<file path="config.mk">
export PLATFORM = sky130hd
export DESIGN_NAME = alu_arbiter
export DESIGN_NICKNAME = d
export VERILOG_FILES = /design/src/rtl/alu_arbiter.sv
export SDC_FILE = /design/constraint.sdc
export NUM_CORES = 1
export LEC_CHECK = 0
export CAP_MARGIN = 10
export CORE_MARGIN = 8
export CORE_UTILIZATION = 41
export CTS_BUF_LIST = sky130_fd_sc_hd__clkbuf_4 sky130_fd_sc_hd__clkbuf_8 sky130_fd_sc_hd__clkbuf_16
export DETAILED_ROUTE_END_ITERATION = 10
export PLACE_DENSITY = 0.81
export SYNTH_ARGS = -nofsm -noshare
export SYNTH_HDL_FRONTEND = slang
export SYNTH_SLANG_ARGS = --single-unit
</file>
<file path="constraint.sdc">
create_clock -name i_clk -period 1.77 [get_ports i_clk]
set_input_delay 0.354 -clock i_clk [delete_from_list [all_inputs] [get_ports i_clk]]
set_output_delay 0.354 -clock i_clk [all_outputs]
set_load 0.005 [all_outputs]
</file>
<file path="src/rtl/alu_arbiter.sv">
// Round-robin arbiter sharing one external combinational ALU between two requesters.
// Operands and opcode are registered; the result returns with {S,Z,C,V} flags and a requester tag.
module alu_arbiter #(
  parameter int              DATA_W = 16,
  parameter int              OP_W   = 4,
  parameter logic [OP_W-1:0] OP_NON = '1
) (
  input  logic              i_clk,
  input  logic              i_rst,
  input  logic              i_req0_valid,
  output logic              o_req0_ready,
  input  logic [DATA_W-1:0] i_req0_a,
  input  logic [DATA_W-1:0] i_req0_b,
  input  logic [OP_W-1:0]   i_req0_op,
  input  logic              i_req1_valid,
  output logic              o_req1_ready,
  input  logic [DATA_W-1:0] i_req1_a,
  input  logic [DATA_W-1:0] i_req1_b,
  input  logic [OP_W-1:0]   i_req1_op,
  output logic [DATA_W-1:0] o_alu_a,
  output logic [DATA_W-1:0] o_alu_b,
  output logic [OP_W-1:0]   o_alu_s,
  input  logic [DATA_W-1:0] i_alu_out,
  input  logic [3:0]        i_alu_flag,
  output logic              o_rsp_valid,
  input  logic              i_rsp_ready,
  output logic              o_rsp_id,
  output logic [DATA_W-1:0] o_rsp_data,
  output logic [3:0]        o_rsp_flag
);

  typedef enum logic [1:0] {S_IDLE, S_EXEC, S_HOLD} state_t;

  state_t            r_state;
  logic              r_last;
  logic              r_id;
  logic [DATA_W-1:0] r_a;
  logic [DATA_W-1:0] r_b;
  logic [OP_W-1:0]   r_op;
  logic              r_rsp_valid;
  logic [DATA_W-1:0] r_rsp_data;
  logic [3:0]        r_rsp_flag;

  logic              w_can_grant;
  logic              w_gnt0;
  logic              w_gnt1;
  logic              w_grant;

  // A new grant is possible when idle, or when the held response is being taken this cycle.
  assign w_can_grant = (r_state == S_IDLE) || ((r_state == S_HOLD) && i_rsp_ready);
  assign w_gnt0      = w_can_grant && i_req0_valid && (!i_req1_valid || r_last);
  assign w_gnt1      = w_can_grant && i_req1_valid && (!i_req0_valid || !r_last);
  assign w_grant     = w_gnt0 || w_gnt1;

  assign o_req0_ready = w_gnt0;
  assign o_req1_ready = w_gnt1;
  assign o_alu_a      = r_a;
  assign o_alu_b      = r_b;
  assign o_alu_s      = (r_state == S_EXEC) ? r_op : OP_NON;
  assign o_rsp_valid  = r_rsp_valid;
  assign o_rsp_id     = r_id;
  assign o_rsp_data   = r_rsp_data;
  assign o_rsp_flag   = r_rsp_flag;

  // NOTE: reset is synchronous, so it lives inside the clocked block and needs no sensitivity entry;
  // every state register uses non-blocking assignment so all of them update together at the edge.
  always_ff @(posedge i_clk) begin
    if (i_rst) begin
      r_state     <= S_IDLE;
      r_last      <= 1'b1;
      r_id        <= 1'b0;
      r_a         <= '0;
      r_b         <= '0;
      r_op        <= OP_NON;
      r_rsp_valid <= 1'b0;
      r_rsp_data  <= '0;
      r_rsp_flag  <= 4'b0000;
    end else begin
      if (w_grant) begin
        r_a    <= w_gnt1 ? i_req1_a  : i_req0_a;
        r_b    <= w_gnt1 ? i_req1_b  : i_req0_b;
        r_op   <= w_gnt1 ? i_req1_op : i_req0_op;
        r_id   <= w_gnt1;
        r_last <= w_gnt1;
      end
      case (r_state)
        S_IDLE: begin
          if (w_grant) r_state <= S_EXEC;
        end
        S_EXEC: begin
          // The ALU leaves its outputs untouched for the idle opcode, so zero them here.
          r_rsp_data  <= (r_op == OP_NON) ? '0 : i_alu_out;
          r_rsp_flag  <= (r_op == OP_NON) ? 4'b0000 : i_alu_flag;
          r_rsp_valid <= 1'b1;
          r_state     <= S_HOLD;
        end
        S_HOLD: begin
          if (i_rsp_ready) begin
            r_rsp_valid <= 1'b0;
            r_state     <= w_grant ? S_EXEC : S_IDLE;
          end
        end
        default: r_state <= S_IDLE;
      endcase
    end
  end

endmodule
</file>
=== Word level (Yosys, flattened, before mapping) ===
Cells that the tools add are included.

* Eq/ne operators: 5
* Multiplexer cells: 12
* Reductions and logical operators: 16

{| class="wikitable"
|+ Operator list
! cell !! number
|-
| $mux 16 || 3
|-
| $mux 4 || 3
|-
| $pmux 2 s3 || 1
|-
| $logic_and 1x1->1 || 5
|-
| $eq 4x4->1 const B || 1
|-
| $logic_or 1x1->1 || 4
|-
| $mux 2 || 2
|-
| $ne 2x2->1 const B || 2
|-
| $reduce_and 2->1 || 2
|-
| $logic_not 1->1 || 3
|-
| $eq 2x1->1 const B || 1
|-
| $eq 2x2->1 const B || 1
|-
| $logic_not 2->1 || 1
|-
| $mux 1 || 2
|-
| $pmux 1 s2 || 1
|-
| $reduce_bool 2->1 || 1
|}

* Flip-flop bits (word level): 61
* Bits of input ports: 97
* Output and inout port bits: 60
* Word-level logic and storage cells: 42

=== Depth between registers and ports, before layout ===
* Depth in word-level cells: 9
* Gate-level depth with buffers: 5
* Depth with buffers taken out: 3

=== Least setup slack after synthesis ===
No wires, ideal clock.

* Kind: input to register
* Start point: in i_rsp_ready
* End point: reg r_a[0], in the netlist o_alu_a[0]
* Library setup time: 147 ps
* Data arrival time: 1198 ps
* Required time: 1623 ps
* Setup slack: 425 ps
* Cell stages on the path: 5
* Path buffers: 2
* Path through: and2b_4 > buf_6 > buf_2 > o31ai_1 > a311oi_2

* Longest elaborated chain between the ends: 5
* Elaborated cells between the ends (all ways): 8
* Classes of those cells: 1 x mux; 7 x reduce/logical

{| class="wikitable"
|+ RTL lines
! what !! line !! RTL
|-
| start: declaration || 26 || <nowiki>input logic i_rsp_ready,</nowiki>
|-
| $logic_and 1x1->1 * || 50 || <nowiki>assign w_can_grant = (r_state == S_IDLE) || ((r_state == S_HOLD) && i_rsp_ready);</nowiki>
|-
| $logic_or 1x1->1 * || 50 ||
|-
| $logic_and 1x1->1 (on tied branches) (2 in a row) || 52, 51 ||
|-
| $mux 16 / $logic_or 1x1->1 (equally long branches) || 80, 53 ||
|-
| end signal: assignment || 80 || <nowiki>r_a <= w_gnt1 ? i_req1_a : i_req0_a;</nowiki>
|-
| end: declaration || 37 || <nowiki>logic [DATA_W-1:0] r_a;</nowiki>
|}

Mark *: on every way between the ends. The rest lies on a longest branch, timed or not.
A chain may end at the register's enable or synchronous reset.

=== Worst setup path after layout ===
* Start point: in i_req1_valid
* End point: out o_req1_ready

* Longest elaborated chain between the ends: 2

{| class="wikitable"
|+ RTL lines
! what !! line !! RTL
|-
| start: declaration || 15 || <nowiki>input logic i_req1_valid,</nowiki>
|-
| $logic_and 1x1->1 (2 in a row) || 52 || <nowiki>assign w_gnt1 = w_can_grant && i_req1_valid && (!i_req0_valid || !r_last);</nowiki>
|-
| end: declaration || 16 || <nowiki>output logic o_req1_ready,</nowiki>
|}

Every way passes these cells.

==> impl_metrics.yaml <==
timing:
  worst_slew_pin_slew_ns: 0.5914
  maxSlewViolCount: 0
  hold_violations: 0
  clock_skew_ns: 0.008869
  period_minus_slack_ns: 1.711
  fin_crit_sh_pct: 96.69
  finalSetupViolations: 0
  relSlewSlack_pct: 60.57
  fmax_mhz: 584.3
  hold_ws_ns: 0.4429
critical_path:
  slowest_stage: "dlygate4sd2_1"
  crit_fanout: 4
  arrival_ns: 1.36
  crit_chain: "dlygate4sd2_1 > a21bo_1 > nor3_4 > dlygate4sd2_1"
  start_kind: "input pin"
  worstSetupPathType: "input pin to output port"
  cp_top_family: "buffers and inverters"
  end_kind: "output port"
  cp_data_required_time_ns: 1.42
  crit_buf_inv: 2
  path_common_cell: "dlygate4sd2_1"
  max_stage_delay_ns: 0.30
yosys:
  synth.net_count: 441
  synth.cell_area_um2: 3212
  synth_warnings: 0
  ys_types: 28
  synthTopCellsByArea: "dfxtp_1 38%, a311oi_2 14%, o31ai_1 8.4%"
  ys_seq_elements: 61
  ys_seq_area_share_pct: 38.02
  syn_inst: 344
  synth_top_area_share_pct: 38.02
  synth.largest_area_cell: "dfxtp_1"
  synth.avg_cell_area_um2: 9.337
cells_and_area:
  drive_gt1_share_pct: 18.22
  final_core_util_pct: 67.15
  antenna_cells: 0
  layout.cells.non_filler: 596
  design_area_um2: 5135
  layout.nets: 586
  multi_input_area_um2: 1719
  fillCellCount: 582
  synthToLayoutAreaGrowth_pct: 59.88
  regArea_um2: 1230
detailed_routing:
  drc: 0
  ant_nets: 0
  drtIter0Drc: 196
  num_vias: 3561
  via_per_inst: 5.975
  wl_um: 11270
  dr.pass1.iters: 4
  routedWlPerCell_um: 18.90
placement:
  io_buffers: 156
  postPlaceCellArea_um2: 4898
  routabilityCongestion: 0.7473
  dp.cells: 577
  dp_hpwl_um: 7871
floorplanning:
  die_area_um2: 10920
  io_pins: 157
  start_util_pct: 42.00
  core_area_um2: 7647
  fp.dieH_um: 104.5
  fp.dieW_um: 104.5
  fp-row-count: 32
power_and_ir_drop:
  p_leak_uw: 0.001753
  net-switching-power_uw: 1190
  power_frac_clock_pct: 30.3
  combPwrFrac_pct: 30.4
  p_int_uw: 2835
  switching_share_pct: 29.57
  ir_worst_vdd_mv: 0.3338
  p_seq_share_pct: 39.3
  pwr_density_cell_nw_per_um2: 783.9
clocking:
  htree_num_levels: 3
  tritoncts: "yes"
  cts_buffer_depth: 2
  cts_buffers: 9
  holdBufCountCts: 0
  clkLatencyLatePin_ns: 0.32
  clock-root-buffer: "clkbuf_8"
  cts_sinks: 61
  clk_pin_slew_ns: 0.07
run_status:
  status: "finished clean"
global_route:
  grt_max_degree: 77
  gr-total-overflow: 0
  grt_pass1_vias: 3643
  antenna_found_initial: 0
  grt_pass1_wl_um: 18550
  grt_use_total_pct: 20.05
flow_run:
  maxCapViolations: 0
hold_path:
  min_path_type: "input pin to flop"
==> layer usage <==
metal	wire length, µm	GRT usage, %	up-vias
met5	0	0	-
li1	-	-	1671
met4	286	7.859	0
met2	5544	33.24	169
met3	920	6.320	27
met1	4515	23.52	1694
==> cells in the mapped netlist, drive strengths merged <==
master,n
nor4b,1
a311oi,37
buf,38
and2b,2
a31oi,36
a21bo,1
a211o,1
and3,1
a21oi,21
nand2,20
nand3,20
nand2b,7
nor3,1
nand3b,1
clkbuf,14
inv,3
a21boi,1
dfxtp,61
a41oi,1
or2,1
nor2,1
nand4,38
o31ai,36
o21ba,1
==> power by group through the flow <==
stage	clock, µW	combinational, µW	sequential, µW
2_1_floorplan	0	591	1610
3_3_place_gp	0	1200	1610
3_5_place_dp	0	1220	1610
4_1_cts	1250	1220	1580
5_1_grt	1330	1320	1600
6_report	1220	1230	1580
==> cell type report <==
cell class | instances | area share (%)
timing repair buffer | 186 | 35.99
clock inverter | 7 | 1.462
tap | 102 | 2.485
sequential | 61 | 23.95
inverter | 3 | 0.2193
clock buffer | 9 | 2.412
multi-input combinational | 228 | 33.48
==> worst paths after layout <==
| path | from | to | slack, ns | cells after the start |
|---|---|---|---|---|
| worst max-delay path | i_req1_valid | o_req1_ready | 0.06 | 4 |
| worst min-delay path | i_rsp_ready | o_rsp_valid$_SDFFE_PP0P_ | 0.44 | 2 |
| worst min register to register | o_rsp_data[5]$_SDFFE_PP0P_ | o_rsp_data[5]$_SDFFE_PP0P_ | 0.45 | 2 |
| worst max register to register | r_state[1]$_SDFFE_PP0P_ | o_alu_b[1]$_SDFFE_PP0P_ | 0.24 | 6 |
==> state kept, by name, summed over array words and instances (netlist names) <==
register,flops
o_rsp_data,16
r_op,4
o_alu_b,16
r_state,2
o_rsp_valid,1
o_alu_a,16
r_last,1
o_rsp_flag,4
o_rsp_id,1
==> stage by stage <==
| step | setup WS, ns | TNS (ns) | power, µW |
|---|---|---|---|
| floorplan | 0.4252 | 0 | 2205 |
| global placement | -0.3774 | -6.993 | 2804 |
| detailed placement | -0.4117 | -8.541 | 2832 |
| CTS | 0.02132 | 0 | 4053 |
| global route | -0.001782 | -0.001782 | 4247 |
| finish | 0.05866 | 0 | 4025 |
==> logic make-up after synthesis <==
group | count (synthesis) | share of synthesized area, %
AO/OA/AOI/OAI | 135 | 36.39
buffers and inverters | 55 | 9.038
flip-flops | 61 | 38.02
AND/OR/NAND/NOR | 93 | 16.56
==> cells in the final DEF, fill, tap and decap left out, drive strengths merged, types with 9 or more instances in the layout <==
cell type and instances:
clkdlybuf4s50 146, a31oi 36, a21oi 21, dfxtp 61, o31ai 36, nand3 20
clkbuf 9, nand2 20, nand4 38, buf 31, a311oi 37
==> repair_timing <==
action                                  4_1_cts  5_1_grt
endpoints found under the setup margin        6        3
pin swaps                                     0        0
resized for setup                            16        3
setup buffers                                 2        1
(Power assumes the default switching activity.)
